$ cat src/rtl/memory_arbiter.sv
// Arbitrates one single-port program memory between CPU fetch and host port.
// The CPU always wins; the host can drain and freeze the CPU in reset.
module memory_arbiter #(
    parameter int ADDR_WIDTH     = 8,
    parameter int RELEASE_CYCLES = 2
) (
    input  logic                  CLK,
    input  logic                  resetn,
    input  logic [31:0]           cpu_address,
    input  logic                  cpu_read_strobe,
    output logic [31:0]           cpu_read_data,
    output logic                  cpu_reset,
    input  logic                  host_valid,
    input  logic                  host_write,
    input  logic [ADDR_WIDTH-1:0] host_address,
    input  logic [31:0]           host_write_data,
    output logic                  host_ready,
    output logic [31:0]           host_read_data,
    output logic                  host_read_valid,
    input  logic                  host_hold,
    output logic                  host_held,
    output logic [15:0]           stall_count,
    output logic [ADDR_WIDTH-1:0] mem_address,
    output logic                  mem_read_enable,
    output logic                  mem_write_enable,
    output logic [31:0]           mem_write_data,
    input  logic [31:0]           mem_read_data
);

    localparam int CNT_W = (RELEASE_CYCLES > 1) ? $clog2(RELEASE_CYCLES) : 1;
    localparam logic [CNT_W-1:0] CNT_LOAD = CNT_W'(RELEASE_CYCLES - 1);

    typedef enum logic [1:0] {
        RUN,
        DRAIN,
        HELD,
        RELEASE
    } hold_state_t;

    hold_state_t      state;
    hold_state_t      state_next;
    logic [CNT_W-1:0] rel_cnt;
    logic [CNT_W-1:0] rel_cnt_next;

    logic cpu_grant;
    logic host_grant;
    logic cpu_pending;
    logic host_pending;

    // Only the low address bits index the memory; the rest wrap.
    logic addr_unused;
    assign addr_unused = ^cpu_address[31:ADDR_WIDTH];

    always_comb begin
        cpu_grant  = cpu_read_strobe && (state != HELD);
        host_grant = host_valid && !cpu_grant;
    end

    assign host_ready       = host_grant;
    assign mem_address      = cpu_grant ? cpu_address[ADDR_WIDTH-1:0]
                                        : host_address;
    assign mem_read_enable  = cpu_grant || (host_grant && !host_write);
    assign mem_write_enable = host_grant && host_write;
    assign mem_write_data   = host_write_data;
    assign cpu_read_data    = mem_read_data;

    assign cpu_reset = (state == HELD) || (state == RELEASE);
    assign host_held = (state == HELD);

    always_comb begin
        state_next   = state;
        rel_cnt_next = rel_cnt;
        unique case (state)
            RUN: begin
                if (host_hold) state_next = DRAIN;
            end
            DRAIN: begin
                if (!host_hold)
                    state_next = RUN;
                else if (!cpu_pending && !cpu_read_strobe)
                    state_next = HELD;
            end
            HELD: begin
                if (!host_hold) begin
                    state_next   = RELEASE;
                    rel_cnt_next = CNT_LOAD;
                end
            end
            RELEASE: begin
                if (rel_cnt == '0)
                    state_next = RUN;
                else
                    rel_cnt_next = rel_cnt - CNT_W'(1);
            end
            default: state_next = RUN;
        endcase
    end

    // Reset lands in RELEASE so the CPU leaves reset a fixed time later.
    always_ff @(posedge CLK or negedge resetn) begin
        if (!resetn) begin
            state   <= RELEASE;
            rel_cnt <= CNT_LOAD;
        end else begin
            state   <= state_next;
            rel_cnt <= rel_cnt_next;
        end
    end

    always_ff @(posedge CLK or negedge resetn) begin
        if (!resetn) begin
            cpu_pending     <= 1'b0;
            host_pending    <= 1'b0;
            host_read_data  <= '0;
            host_read_valid <= 1'b0;
            stall_count     <= '0;
        end else begin
            cpu_pending     <= cpu_grant;
            host_pending    <= host_grant && !host_write;
            host_read_valid <= host_pending;
            if (host_pending)
                host_read_data <= mem_read_data;
            if (host_valid && !host_grant && (stall_count != 16'hFFFF))
                stall_count <= stall_count + 16'd1;
        end
    end

endmodule

$ cat config.mk
export PLATFORM = sky130hd
export DESIGN_NAME = memory_arbiter
export DESIGN_NICKNAME = d
export VERILOG_FILES = /design/src/rtl/memory_arbiter.sv
export SDC_FILE = /design/constraint.sdc
export NUM_CORES = 1
export LEC_CHECK = 0
export CAP_MARGIN = 20
export CORE_MARGIN = 5
export CORE_UTILIZATION = 35
export DETAILED_ROUTE_END_ITERATION = 10
export GPL_ROUTABILITY_DRIVEN = 0
export PLACE_DENSITY = 0.87
export SLEW_MARGIN = 20
export SYNTH_ARGS = -nofsm -noshare
export SYNTH_HDL_FRONTEND = slang
export SYNTH_SLANG_ARGS = --single-unit
$ cat constraint.sdc
create_clock -name CLK -period 4.9 [get_ports CLK]
set_input_delay 0.98 -clock CLK [delete_from_list [all_inputs] [get_ports CLK]]
set_output_delay 0.98 -clock CLK [all_outputs]
set_load 0.01 [all_outputs]
==> results.py, run 1 <==
metrics = {
    "timing": {
        "skew_ns": 0.01043,
        "slew_headroom_pct": 55.91,
        "setup_viol": 0,
        "fin_setup_tns_ns": 0,
        "period_share_pct": 75.30,
        "hold_viol": 0,
        "finalMaxSlewViolations": 0,
        "period_minus_slack_ns": 3.690,
        "hold_ws_ns": 0.5094,
        "fmax_ghz": 0.2710,
        "tightestPinTransition_ns": 0.6613,
        "rsz0062_at_grt": "no",
    },
    "cts": {
        "ctsHoldBuffers": 0,
        "post-cts-setup-buffer-count": 0,
        "clock_sinks": 54,
        "clockRootBuffer": "clkbuf_8",
        "cts_tree": "built",
        "ctsResizeCount": 0,
        "cts_buffers": 5,
        "clk_pin_slew_worst_paths_ns": 0.08,
        "clock_path_buffers": 2,
        "clk_latency_ns": 0.30,
        "htreeDepth": 2,
    },
    "status": {
        "status": "completed",
    },
    "global_route": {
        "grt_pass1_wl_mm": 10.61,
        "grt_max_degree": 55,
        "grtUsageTotal_pct": 13.34,
        "grt_pass1_vias": 2089,
        "grt.overflow.total": 0,
        "antenna_found_initial": 0,
    },
    "place": {
        "port_buffers": 147,
        "hpwl_mm": 5.415,
        "placed_area_sq_um": 3933,
    },
    "cells_and_area": {
        "stdcell_area_sq_um": 4024,
        "fin_util_pct": 51.54,
        "final_common_cell": "clkdlybuf4s50_1",
        "layout-drive-gt1-share_pct": 18.43,
        "n_antenna_cell": 0,
        "area_growth_pct": 41.74,
        "layout_common_cells": "clkdlybuf4s50_1, dfrtp_1, mux2_2, xnor2_1, nand3_1",
        "fin_nets": 441,
    },
    "worst_setup_path": {
        "timing.rr.end": "stall_count[10]$_DFFE_PN0P_",
        "setup.reg_to_reg.worst_slack_ns": 3.07,
        "path_class": "primary input to output pin",
        "critPathMaxFanout": 11,
        "required_ns": 3.92,
        "crit_path_end_kind": "output pin",
        "rr_worst_depth": 4,
        "startpoint_type": "primary input",
        "crit_arrival_ns": 2.71,
    },
    "min_path": {
        "hold_start": "host_read_data[8]$_DFFE_PN0P_",
        "hold_depth": 1,
        "hold_end": "host_read_data[8]$_DFFE_PN0P_",
        "hold_path_class": "register to register",
    },
    "route": {
        "wl_per_cell_um": 15.66,
        "viasPerCell": 4.744,
        "final_antenna_net_count": 0,
        "remaining_drc_errors": 0,
        "num_vias": 2054,
        "drtIter0Drc": 91,
        "dr.pass1.iters": 4,
        "totalWireLength_mm": 6.779,
    },
    "power": {
        "ir_worst_vdd_uv": 209.1,
        "power.leakage_nw": 1.623,
        "powerDensity_nw_per_um2": 399.7,
        "p_total_mw": 1.608,
    },
    "die": {
        "start_util_pct": 36.36,
        "core_area_sq_um": 7807,
        "die_area_sq_um": 10010,
        "die_x_um": 100.1,
        "ioPinCount": 236,
        "die_y_um": 100.1,
        "row_count": 32,
    },
    "yosys": {
        "synth.distinct_cells": 35,
        "yosys_warnings": 0,
        "synth_area_sq_um": 2839,
        "synth_edf_count": 0,
        "synth_seq_cells": 54,
        "synth_area_per_cell_sq_um": 11.59,
        "synth_ff_type": "dfrtp_1",
        "async_flop_share_pct": 100.0,
        "synth_fp_nets": 356,
        "syn_inst": 245,
        "synth-seq-area-share_pct": 47.73,
    },
    "run": {
        "drv_cap": 0,
    },
}
==> kinds of logic (layout without fill, tap and decap cells) <==
kind of cell	count (synthesis)	count (layout)	share of synthesized area (%)
buffers and inverters	76	162	18.82
XOR/XNOR	12	12	3.702
AO/OA/AOI/OAI	14	14	2.953
multiplexers	42	42	16.79
flip-flops	54	54	47.73
AND/OR/NAND/NOR	46	46	9.564
adder cells (fa/ha/maj)	1	1	0.4407
==> state kept, by name, summed over array words and instances, names as in the netlist, named ones only <==
signal / count
host_pending: 1
host_read_data: 32
state: 1
host_read_valid: 1
cpu_pending: 1
rel_cnt: 1
stall_count: 16
==> metrics by stage <==
step | worst slack, ns | std cells
2_1_floorplan | 2.247 | 245
3_3_place_gp | 1.238 | 425
3_5_place_dp | 1.189 | 425
4_1_cts | 1.190 | 433
5_1_grt | 1.095 | 433
6_report | 1.210 | 433
==> worst max path at each step <==
stage | start | endpoint | slack, ns | depth (start not counted)
final | cpu_read_strobe | mem_address[4] | 1.21 | 4
after detailed placement | cpu_read_strobe | mem_address[4] | 1.19 | 4
after global routing | register | mem_address[4] | 1.09 | 4
after CTS | cpu_read_strobe | mem_address[4] | 1.19 | 4
after floorplan | register | mem_address[0] | 2.25 | 4
after global placement | cpu_read_strobe | mem_address[6] | 1.24 | 4
==> cells in the mapped netlist (all sizes together) (4+ instances only) <==
library cell	count	area, sq um
nand2	9	36.29
nand3	9	45.04
dfrtp	51	1276
a21oi	5	25.02
xnor2	10	87.58
mux2	42	476.7
inv	5	18.77
nor3	4	25.02
nor2	5	18.77
nand4	7	56.30
buf	69	508.0
and3	4	25.02
==> where the power goes <==
group	internal, mW	total, mW	leakage [nW]	switching (mW)
registers	0.586	0.680	0.657	0.0936
clock network	0.114	0.248	0.0482	0.133
logic	0.425	0.681	0.918	0.256
total	1.13	1.61	1.62	0.483
==> area by class of cell <==
class	count	area [sq um]
Multi-Input combinational cell	115	949.7
Clock inverter	1	5.005
Sequential cell	54	1355
Inverter	5	18.77
Tap cell	102	127.6
Timing Repair Buffer	149	1481
Clock buffer	7	86.33
Fill cell	701	3784
==> metal layers <==
layer | share of wire [%] | vias up | track usage [%]
met1 | 34 | 981 | 13.60
met3 | 10 | 23 | 4.031
met5 | 0 | - | 0
met4 | 2.4 | 0 | 5.389
met2 | 53 | 101 | 25.19
li1 | - | 949 | -
==> critical path: stages <==
cell and delay [ns]:
clkdlybuf4s50_1 0.49, nand2b_1 0.37, mux2_2 0.39, clkdlybuf4s50_1 0.48
Power figures use the tool's default switching activity.
==> run 2: changes to the inputs <==
--- a/config.mk
+++ b/config.mk
@@ -7,10 +7,10 @@
 export LEC_CHECK = 0
 export CAP_MARGIN = 20
 export CORE_MARGIN = 5
-export CORE_UTILIZATION = 35
+export CORE_UTILIZATION = 33
 export DETAILED_ROUTE_END_ITERATION = 10
 export GPL_ROUTABILITY_DRIVEN = 0
-export PLACE_DENSITY = 0.87
+export PLACE_DENSITY = 0.83
 export SLEW_MARGIN = 20
 export SYNTH_ARGS = -nofsm -noshare
 export SYNTH_HDL_FRONTEND = slang
==> constraint.sdc (replaced) <==
create_clock -name CLK -period 3.6 [get_ports CLK]
set_input_delay 0.72 -clock CLK [delete_from_list [all_inputs] [get_ports CLK]]
set_output_delay 0.72 -clock CLK [all_outputs]
set_load 0.01 [all_outputs]
==> run 2 against run 1 <==
Largest cell class unchanged. Cell count is 0.69% higher. Critical path type is now register to output pin. Sequential share of layout area fell by 0.47 points. Non-clock buffer count unchanged. Register-to-register slack lost 1.3 ns. Core utilization down 2.4 points.
==> results.py, run 2 (synthesis results as in run 1) <==
metrics = {
    "route": {
        "totalWireLength_mm": 6.746,
        "dr.pass1.iters": 4,
        "final_antenna_net_count": 0,
        "num_vias": 2045,
        "viasPerCell": 4.690,
        "drtIter0Drc": 47,
        "remaining_drc_errors": 0,
        "wl_per_cell_um": 15.47,
    },
    "cts": {
        "cts_tree": "built",
        "htreeDepth": 2,
        "clk_latency_ns": 0.29,
        "post-cts-setup-buffer-count": 0,
        "cts_buffers": 5,
        "clockRootBuffer": "clkbuf_8",
        "clock_path_buffers": 2,
        "clk_pin_slew_worst_paths_ns": 0.09,
        "ctsResizeCount": 0,
        "clock_sinks": 54,
        "ctsHoldBuffers": 0,
    },
    "cells_and_area": {
        "top_register": "host_read_data",
        "largest_reg_flops": 32,
        "layout-drive-gt1-share_pct": 18.73,
        "area_growth_pct": 43.76,
        "reg_top3": "host_read_data: 32 flops, stall_count: 16 flops",
        "fin_util_pct": 49.18,
        "n_antenna_cell": 0,
        "layout_common_cells": "clkdlybuf4s50_1, dfrtp_1, mux2_2, xnor2_1, nand3_1",
        "fin_nets": 441,
        "final_common_cell": "clkdlybuf4s50_1",
    },
    "worst_setup_path": {
        "critical-path-top-delay-family": "simple AND/OR/NAND/NOR gates",
        "required_ns": 2.88,
        "critPathMaxStageDelay_ns": 0.60,
        "slowest_stage": "dfstp_2",
        "path_buf_inv": 1,
        "startpoint_type": "register",
        "cp_cell_sequence": "nor2b_1 -> nand2b_1 -> mux2_2 -> clkdlybuf4s50_1",
        "crit_arrival_ns": 2.63,
        "path_class": "register to output pin",
        "crit_path_end_kind": "output pin",
        "critPathMaxFanout": 11,
    },
    "die": {
        "start_util_pct": 34.21,
        "ioPinCount": 236,
        "core_area_sq_um": 8299,
        "die_area_sq_um": 10560,
        "die_y_um": 102.8,
        "row_count": 33,
        "die_x_um": 102.8,
    },
    "timing": {
        "skew_ns": 0.002516,
        "period_share_pct": 93.17,
        "finalMaxSlewViolations": 0,
        "slew_headroom_pct": 57.07,
        "period_minus_slack_ns": 3.354,
        "rsz0062_at_grt": "no",
        "setup_viol": 0,
        "fmax_ghz": 0.2981,
        "fin_setup_tns_ns": 0,
        "hold_viol": 0,
        "tightestPinTransition_ns": 0.6439,
    },
    "place": {
        "port_buffers": 147,
        "hpwl_mm": 5.551,
    },
    "global_route": {
        "grt_pass1_wl_mm": 10.50,
        "grt_max_degree": 53,
        "met2_usage_pct": 24.23,
        "grtUsageMet3_pct": 3.924,
        "grt.overflow.total": 0,
        "grt_busiest_layer": "met2",
        "met1_usage_pct": 12.80,
        "grtUsageTotal_pct": 12.62,
        "antenna_found_initial": 0,
        "grt_pass1_vias": 2171,
    },
    "power": {
        "ir_worst_vdd_uv": 224.4,
        "power.leakage_nw": 1.647,
        "powerDensity_nw_per_um2": 571.3,
    },
    "min_path": {
        "hold_path_class": "primary input to async pin",
    },
    "status": {
        "status": "completed",
    },
    "run": {
        "drv_cap": 0,
    },
}
-- run 2: changes by cell type in the layout (fill, tap and decap cells not counted), sizes merged --
cell,previous run,this run
clkbuf,7,6
bufinv,0,2
clkinv,1,0
-- run 2: final timing paths --
check | start | to | slack (ns) | depth (start not counted)
max in group asynchronous | resetn | rel_cnt$_DFFE_PN1P_ | 2.54 | 2
min | resetn | host_read_data[23]$_DFFE_PN0P_ | 0.44 | 1
max | register | mem_address[2] | 0.25 | 4
min in group CLK | rel_cnt$_DFFE_PN1P_ | register | 0.50 | 2
min reg2reg | rel_cnt$_DFFE_PN1P_ | register | 0.50 | 2
max reg2reg | register | stall_count[10]$_DFFE_PN0P_ | 1.76 | 4
-- run 2: through the flow --
stage	cell area [sq um]	setup WS [ns]	std cells	hold slack, ns	total power, mW
after detailed placement	3939	0.4296	428	0.4867	1.885
after global placement	3936	0.4424	428	0.4793	1.848
after floorplan	2839	1.207	245	0.3519	1.365
after CTS	4081	0.2048	436	0.4609	2.377
final	4081	0.2459	436	0.4365	2.332
after global routing	4081	0.09211	436	0.4824	2.481
-- run 2: worst reg2reg max path, stage by stage (launching register included) --
cell     delay [ns]
dfstp_2        0.60
nor2b_1        0.42
nor2_1         0.23
nand4_1        0.14
mux2_2         0.34
-- run 2: final cells by class --
cell class | instances | area [sq um]
Multi-Input combinational cell | 115 | 949.7
Sequential cell | 54 | 1355
Tap cell | 105 | 131.4
Clock inverter | 2 | 60.06
Timing Repair Buffer | 149 | 1484
Inverter | 5 | 18.77
Fill cell | 752 | 4218
Clock buffer | 6 | 82.58
-- run 2: power breakdown --
| group | switching, mW | leakage, nW | total (mW) | internal, mW |
|---|---|---|---|---|
| clock network | 0.182 | 0.0714 | 0.478 | 0.296 |
| logic | 0.351 | 0.919 | 0.931 | 0.580 |
| registers | 0.125 | 0.657 | 0.923 | 0.798 |
| total | 0.658 | 1.65 | 2.33 | 1.67 |
-- run 2: per-layer routing --
layer / vias to the layer above / share of wire [%]
met3: 14 / 13
met1: 966 / 33
met2: 122 / 52
met4: 0 / 1.7
li1: 943 / -
met5: - / 0
